### config.mk
export PLATFORM = sky130hd
export DESIGN_NAME = mem_access_ctrl
export DESIGN_NICKNAME = d
export VERILOG_FILES = /design/src/rtl/mem_access_ctrl.sv
export SDC_FILE = /design/constraint.sdc
export NUM_CORES = 1
export LEC_CHECK = 0
export ABC_CLOCK_PERIOD_IN_PS = 3100
export CAP_MARGIN = 5
export CORE_MARGIN = 1.5
export CORE_UTILIZATION = 40
export DETAILED_ROUTE_END_ITERATION = 10
export PLACE_DENSITY = 0.7
export SETUP_SLACK_MARGIN = 0.02
export SLEW_MARGIN = 30
export SYNTH_ARGS = -nofsm -noshare
export SYNTH_HDL_FRONTEND = slang
export SYNTH_SLANG_ARGS = --single-unit
### constraint.sdc
create_clock -name clk -period 3.1 [get_ports clk]
set_clock_uncertainty 0.2 [all_clocks]
set_input_delay 0.465 -clock clk [delete_from_list [all_inputs] [get_ports clk]]
set_output_delay 0.465 -clock clk [all_outputs]
set_load 0.02 [all_outputs]
### src/rtl/mem_access_ctrl.sv
// mem_access_ctrl: single-outstanding load/store front-end to a 1-cycle-latency RAM
// with error flagging for out-of-range addresses and saturating op counters.
module mem_access_ctrl #(
  parameter int addr_size = 8,
  parameter int data_size = 8,
  parameter int mem_depth = 256,
  parameter int cnt_size  = 16
) (
  input  logic                 clk,
  input  logic                 rst,
  input  logic                 req_valid,
  output logic                 req_ready,
  input  logic                 req_we,
  input  logic [addr_size-1:0] req_addr,
  input  logic [data_size-1:0] req_wdata,
  output logic                 resp_valid,
  input  logic                 resp_ready,
  output logic                 resp_we,
  output logic                 resp_err,
  output logic [data_size-1:0] resp_rdata,
  output logic                 ram_write_en,
  output logic [addr_size-1:0] ram_write_adress,
  output logic [data_size-1:0] ram_data_in,
  output logic                 ram_rd_en,
  output logic [addr_size-1:0] ram_rd_adress,
  input  logic [data_size-1:0] ram_data_out,
  output logic [cnt_size-1:0]  rd_count,
  output logic [cnt_size-1:0]  wr_count
);
  typedef enum logic [1:0] {IDLE, ISSUE, CAPTURE, RESP} state_t;
  localparam logic [addr_size:0] depth_c = (addr_size+1)'(mem_depth);
  state_t state_q;
  logic   we_q;
  logic   in_range;
  assign in_range  = {1'b0, req_addr} < depth_c;
  assign req_ready = state_q == IDLE;
  // Enables are raised at the accept edge so they are high for exactly the ISSUE cycle.
  always_ff @(posedge clk) begin
    if (rst) begin
      state_q          <= IDLE;
      we_q             <= 1'b0;
      resp_valid       <= 1'b0;
      resp_we          <= 1'b0;
      resp_err         <= 1'b0;
      resp_rdata       <= '0;
      ram_write_en     <= 1'b0;
      ram_write_adress <= '0;
      ram_data_in      <= '0;
      ram_rd_en        <= 1'b0;
      ram_rd_adress    <= '0;
      rd_count         <= '0;
      wr_count         <= '0;
    end else begin
      case (state_q)
        IDLE: if (req_valid) begin
          we_q       <= req_we;
          resp_we    <= req_we;
          resp_err   <= !in_range;
          resp_rdata <= '0;
          if (in_range) begin
            ram_write_en <= req_we;
            ram_rd_en    <= !req_we;
            if (req_we) begin
              ram_write_adress <= req_addr;
              ram_data_in      <= req_wdata;
            end else ram_rd_adress <= req_addr;
            state_q <= ISSUE;
          end else begin
            resp_valid <= 1'b1;
            state_q    <= RESP;
          end
        end
        ISSUE: begin
          ram_write_en <= 1'b0;
          ram_rd_en    <= 1'b0;
          resp_valid   <= we_q;
          state_q      <= we_q ? RESP : CAPTURE;
        end
        CAPTURE: begin
          resp_rdata <= ram_data_out;
          resp_valid <= 1'b1;
          state_q    <= RESP;
        end
        RESP: if (resp_ready) begin
          resp_valid <= 1'b0;
          state_q    <= IDLE;
          if (!resp_err && resp_we && wr_count != '1) wr_count <= wr_count + cnt_size'(1);
          if (!resp_err && !resp_we && rd_count != '1) rd_count <= rd_count + cnt_size'(1);
        end
        default: state_q <= IDLE;
      endcase
    end
  end
endmodule

After elaboration in Yosys (flattened, before gate mapping). Index checks and enable logic that the tools add are counted.

Register bits after elaboration: 70. Output and inout port bits: 70. Logic and storage cells: 50.

Add/subtract/negate cells: 2. Equality and inequality tests: 7. Mux-type cells: 12. Bitwise gates (word level): 2. Reductions and logical operators: 16.

Operator list (number): 16-bit by 1-bit adder with 16-bit output, second input constant (2); 16-bit inequality test, second input constant (2); 8-bit one-hot mux with 2 select lines (1); 3-bit AND reduction (4); 2-bit AND reduction (5); 8-bit 2-to-1 mux (1); 2-bit one-hot mux with 4 select lines (1); 2-bit == test, second input constant (2); 1-bit 2-to-1 mux (4); 2-bit 2-to-1 mux (2); 2-bit inequality test, second input constant (2); 1-bit one-hot mux with 2 select lines (2); 2-bit nonzero test (2); 1-bit one-hot mux with 3 select lines (1); 2-bit by 1-bit == test with 1-bit output, second input constant (1); 1-bit logical AND (2); 1-bit logical NOT (2); 2-bit logical NOT (1); 1-bit NOT (2).

Depth between registers and ports, before layout. Gate-level depths: netlist of the first run.

Depth after elaboration: 3. Depth in mapped cells: 8.

Worst setup path before layout of the first run. No wires, ideal clock.

Path kind: reg2reg. Start: register rd_count[0]. End: register rd_count[12]. Setup time: 0.070 ns. Arrival time: 1.997 ns. Slack: 0.833 ns. Cell stages (with the launch flop): 6. Buffers on the path: 0. Cell sequence: dfxtp_1 > ha_1 > nand4_1 > or4_4 > or4_1 > a21oi_1.

Longest elaborated chain between the ends: 3.

Ends and longest elaborated chain: start, declared (line 27) `output logic [cnt_size-1:0] rd_count,`; start signal, assigned (line 88) `if (!resp_err && !resp_we && rd_count != '1) rd_count <= rd_count + cnt_size'(1);`; parallel branches: the longest is 3 deep, another holds 16-bit by 1-bit adder with 16-bit output.

Parallel ways; which one is timed is not known. A chain may end at the register's enable or synchronous reset.

Worst setup path after layout of the first run.
Start: register state_q[0]. End: output port req_ready.

Longest elaborated chain between the ends: 1.

Ends and longest elaborated chain: start, declared (line 32) `state_t state_q;`; start signal, assigned (line 77) `state_q <= we_q ? RESP : CAPTURE;`; 2-bit logical NOT (line 36) `assign req_ready = state_q == IDLE;`; end, declared (line 12) `output logic req_ready,`.

Every way passes these cells.

==> impl_metrics.toml, run 1 <==
[outcome]
status = "complete, no violations"

[timing]
slew_violations = 0
worstMarginPinSlew_ns = 0.655
fin_crit_sh = 0.818
tns_ns = 0
period_minus_slack_ns = 2.54
rsz0062_at_grt = "no"
slew_headroom = 0.562
fmax_ghz = 0.394
finalHoldViolCount = 0
finalSetupViolations = 0

[synthesis]
synth_fa_ha_area_frac = 0.0283
synth-seq-area-share = 0.452
netlist_area_mm2 = 0.00310
syn-num-nets = 405
syn_inst = 369
synth_top_family_by_area = "simple AND/OR/NAND/NOR gates"
synth_compound_area_frac = 0.191
synth_area_leaders = "dfxtp_1, a21oi_1, nand2_1, o31ai_1, or4_1"
ys_ff_latch = 70
synthDistinctLibCells = 43
syn_avg_cell_area_um2 = 8.40
yosysWarningCount = 0
synth_top_area_share = 0.452
async_flop_share = 0
yosysTopAreaCell = "dfxtp_1"
synth_mux_area_frac = 0.0137
synth-edff-count = 0
synth_xor_xnor_area_share = 0
synth_flop_cell = "dfxtp_1"
synthSimpleGateAreaFrac = 0.277

[cts]
cts_max_level = 3
clock_latency_ns = 0.34
cts_resized = 0
cts.sinks = 70
path_clk_slew_ns = 0.07
cts_hold_buf = 0
cts_setup_buffers = 0
cts_tree = "yes"
cts_buffers = 9
root_buffer = "clkbuf_8"
cts_buffer_depth = 2

[routing]
routed_via_density = 5.41
vias = 3086
ant_nets = 0
wl_per_cell_um = 13.7
drc = 0
wl_um = 7820
drt_iter0_markers = 129
dr.pass1.iters = 4

[power]
power_mw = 2.54
p_per_area_mw_per_mm2 = 576
p_leak_nw = 1.47
vdd_ir_drop_max_v = 0.000430

[layout]
layout_common_cells = "clkdlybuf4s50_1, dfxtp_1, nand2_1"
final_common_cell = "clkdlybuf4s50_1"
nNetsFinal = 502
antennaDiodeCount = 0
fin_cells = 570
area.growth.synth_to_final_pct = 41.9
drive_above_1_share = 0.0849
fillCellCount = 672

[worst_setup_path]
startpoint_type = "register"
worst_path_max_delay_cell = "clkdlybuf4s50_1"
crit_buf_inv = 2
worstSetupPathType = "reg2out"
path_cells = "inv_1 -> ha_1 -> clkdlybuf4s50_1"
crit_required_ns = 2.43
arrival_ns = 1.87
cp_max_fo = 10
cp_top_family = "buffers and inverters"
endpoint_kind = "primary output"
slowest_delay_ns = 0.68

[floorplanning]
initial_core_util = 0.421
dieWidth_um = 91.0
num_io_pins = 99
rows = 31
die-area_mm2 = 0.00829
fp.dieH_um = 91.0
fp.coreArea_mm2 = 0.00737

[placed_design]
dp.cells = 554
io_buffer_count = 97
dp_hpwl_um = 5570
routabilityCongestion = 0.808

[global_routing]
grt_pass1_wl_um = 13200
grt_usage = 0.193
grt_max_degree = 23
antenna_found_initial = 0
grt_overflow = 0
grt_pass1_vias = 2878

[hold_path]
hp-class = "reg2reg"

[run]
cap_violations = 0
tightest hold or removal path: cells and delay by family, from the launching register on:
| kind | cells | cell delay (ns) |
|---|---|---|
| AND/OR/NAND/NOR | 1 | 0.05 |
| AO/OA/AOI/OAI | 1 | 0.05 |
| flip-flops | 1 | 0.31 |
cells in the mapped netlist (all sizes together) (2+ instances only):
master  number
mux2i        2
or4         16
o311ai       2
or3          7
a21oi       55
and3         6
a22oi        9
nand3b       2
o31ai       14
mux2         2
nand4       11
dfxtp       70
or2          5
nor2        21
and4         4
inv          5
clkbuf      14
o41ai        2
nand2       64
nand3       11
nor2b        3
o21ai       16
nand2b       2
nor4         4
buf          4
ha           7
nor3         4
per-layer routing:
layer | up-vias | track usage | share of wire
met5 | - | 0 | 0
met4 | 0 | 0.0781 | 0.019
met3 | 15 | 0.0678 | 0.074
met2 | 81 | 0.312 | 0.47
met1 | 1442 | 0.234 | 0.44
li1 | 1548 | - | -
state kept, by name, indices dropped and copies added (netlist names):
register,flops
wr_count,16
ram_write_en,1
resp_rdata,8
state_q,2
ram_write_adress,8
ram_data_in,8
ram_rd_adress,8
rd_count,16
ram_rd_en,1
resp_valid,1
we_q,1
worst paths after layout:
| path | startpoint | end | slack, ns | depth (start not counted) |
|---|---|---|---|---|
| max | state_q[0]$_SDFFE_PP0P_ | req_ready | 0.56 | 3 |
| min | ram_write_adress[0]$_SDFFE_PP0P_ | ram_write_adress[0]$_SDFFE_PP0P_ | 0.26 | 2 |
| min reg2reg | ram_write_adress[0]$_SDFFE_PP0P_ | ram_write_adress[0]$_SDFFE_PP0P_ | 0.26 | 2 |
| max reg2reg | state_q[1]$_SDFFE_PP0P_ | wr_count[12]$_SDFFE_PP0P_ | 0.71 | 5 |
power breakdown:
group / leakage, nW / switching (mW) / internal [mW]
clock network: 0.116 / 0.366 / 0.537
registers: 0.567 / 0.0539 / 0.972
logic: 0.786 / 0.350 / 0.256
metrics by stage:
step                area [um^2]  utilization  hold WS [ns]  setup WS (ns)
CTS                        4400        0.597         0.256          0.556
floorplan                  3100            -         0.335          0.833
detailed placement         4150        0.563         0.246          0.411
finish                     4400        0.597         0.256          0.564
global route               4400        0.597         0.273          0.429
global placement           4150        0.563         0.240          0.505
cells by family (layout without fill, tap and decap cells):
| family | after synthesis | after routing |
|---|---|---|
| other cells | 1 | 1 |
| flops | 70 | 70 |
| fa+ha+maj | 7 | 7 |
| compound gates | 101 | 101 |
| simple gates | 163 | 163 |
| buf+inv | 23 | 125 |
| mux | 4 | 4 |
cell type report:
| type | count | area [um^2] | area share |
|---|---|---|---|
| multi-input cells | 276 | 1590 | 0.361 |
| flip-flops and latches | 70 | 1400 | 0.319 |
| repair buffers | 104 | 1020 | 0.232 |
| clock buffers | 9 | 124 | 0.0282 |
| well taps | 99 | 124 | 0.0282 |
| clock inverters | 7 | 123 | 0.0279 |
| inverters | 5 | 18.8 | 0.00427 |
No activity file was read; power rests on OpenSTA's default activity.
==> run 2, diff against run 1 <==
ABC_CLOCK_PERIOD_IN_PS = 2700   (was 3100)
clock period = 2.7 ns   (was 3.1 ns; I/O delays follow)
==> impl_metrics.toml, run 2 (synthesized netlist as in run 1, its figures left out) <==
[layout]
reg_top3 = "rd_count x16, wr_count x16"
final_util = 0.593
final_common_cell = "clkdlybuf4s50_1"
antennaDiodeCount = 0
drive_above_1_share = 0.0907
area.growth.synth_to_final_pct = 41.1
nNetsFinal = 505
layout_common_cells = "clkdlybuf4s50_1, dfxtp_1, nand2_1"

[worst_setup_path]
worstSetupPathType = "reg2out"
rr_endpoint = "wr_count[12]$_SDFFE_PP0P_"
arrival_ns = 1.87
cp-startpoint = "state_q[1]$_SDFFE_PP0P_"
reg2regPathDepth = 5
ff2ff_setup_slack_ns = 0.35
endpoint_kind = "primary output"
startpoint_type = "register"
cp_max_fo = 10
crit_required_ns = 2.10
r2r-start = "state_q[1]$_SDFFE_PP0P_"
crit_end = "req_ready"

[floorplanning]
fp.coreArea_mm2 = 0.00737
die-area_mm2 = 0.00829
rows = 31
num_io_pins = 99
dieWidth_um = 91.0
initial_core_util = 0.421
fp.dieH_um = 91.0

[hold_path]
hp-class = "reg2reg"
min_from = "ram_rd_adress[7]$_SDFFE_PP0P_"

[timing]
tns_ns = 0
slew_headroom = 0.587
worstMarginPinSlew_ns = 0.619
finalHoldViolCount = 0
finalSetupViolations = 0
fmax_ghz = 0.405
slew_violations = 0
worst_slack_ns = 0.229
period_minus_slack_ns = 2.47
fin_crit_sh = 0.915
rsz0062_at_grt = "no"

[global_routing]
grt_pass1_vias = 2809
grt_usage = 0.189
grt_overflow = 0
grt_max_degree = 25
antenna_found_initial = 0
grt_pass1_wl_um = 13000

[routing]
wl_per_cell_um = 13.7
vias = 3081
dr.pass1.iters = 4
wl_um = 7850
ant_nets = 0
routed_via_density = 5.38
drc = 0
drt_iter0_markers = 124

[cts]
cts_max_level = 3
cts_hold_buf = 0
cts_setup_buffers = 0
path_clk_slew_ns = 0.08
cts_tree = "yes"
clock_latency_ns = 0.33
cts_resized = 0
cts.sinks = 70
root_buffer = "clkbuf_8"
cts_buffer_depth = 2
cts_buffers = 9

[power]
power_mw = 2.74
p_per_area_mw_per_mm2 = 627
vdd_ir_drop_max_v = 0.000374
p_leak_nw = 1.47

[outcome]
status = "complete, no violations"

[placed_design]
routabilityCongestion = 0.808
dp_slack_ns = 0.114
dp_hpwl_um = 5640
io_buffer_count = 97

[run]
cap_violations = 0
==> run 2: worst min-delay path by stage <==
stage                     slack (ns)                                to  cells after the start
after floorplan                 0.33       ram_data_in[0]$_SDFFE_PP0P_                      2
after global placement          0.24       ram_data_in[4]$_SDFFE_PP0P_                      2
after detailed placement        0.25  ram_write_adress[7]$_SDFFE_PP0P_                      2
after CTS                       0.26     ram_rd_adress[7]$_SDFFE_PP0P_                      2
after global routing            0.28     ram_rd_adress[0]$_SDFFE_PP0P_                      2
final                           0.25     ram_rd_adress[7]$_SDFFE_PP0P_                      2
==> run 2: routing by layer <==
metal	vias to the layer above	share of wire	track usage
met2	80	0.46	0.308
met1	1446	0.46	0.238
met4	0	0.0094	0.0547
li1	1545	-	-
met5	-	0	0
met3	10	0.064	0.0578
==> run 2: power by group <==
group	switching, mW	leakage, nW	internal, mW	total [mW]
Clock	0.412	0.102	0.449	0.861
Combinational	0.406	0.800	0.298	0.704
Sequential	0.0617	0.567	1.12	1.18
==> run 2: cell type report <==
type,instances,area (um^2)
Multi-Input combinational cell,276,1590
Timing Repair Buffer,107,1040
Sequential cell,70,1400
Clock buffer,10,138
Fill cell,678,3000
Clock inverter,6,61.3
Inverter,5,18.8
Tap cell,99,124
==> run 2: critical path, stage by stage, from the launching register on <==
cell and delay (ns):
dfxtp_1 0.38, inv_1 0.12, ha_1 0.35, clkdlybuf4s50_1 0.68
==> run 2: through the flow <==
step | hold WS, ns | instance area [um^2] | std cells
CTS | 0.258 | 4370 | 573
finish | 0.253 | 4370 | 573
floorplan | 0.335 | 3100 | 369
global route | 0.280 | 4370 | 573
detailed placement | 0.249 | 4170 | 557
global placement | 0.242 | 4170 | 557
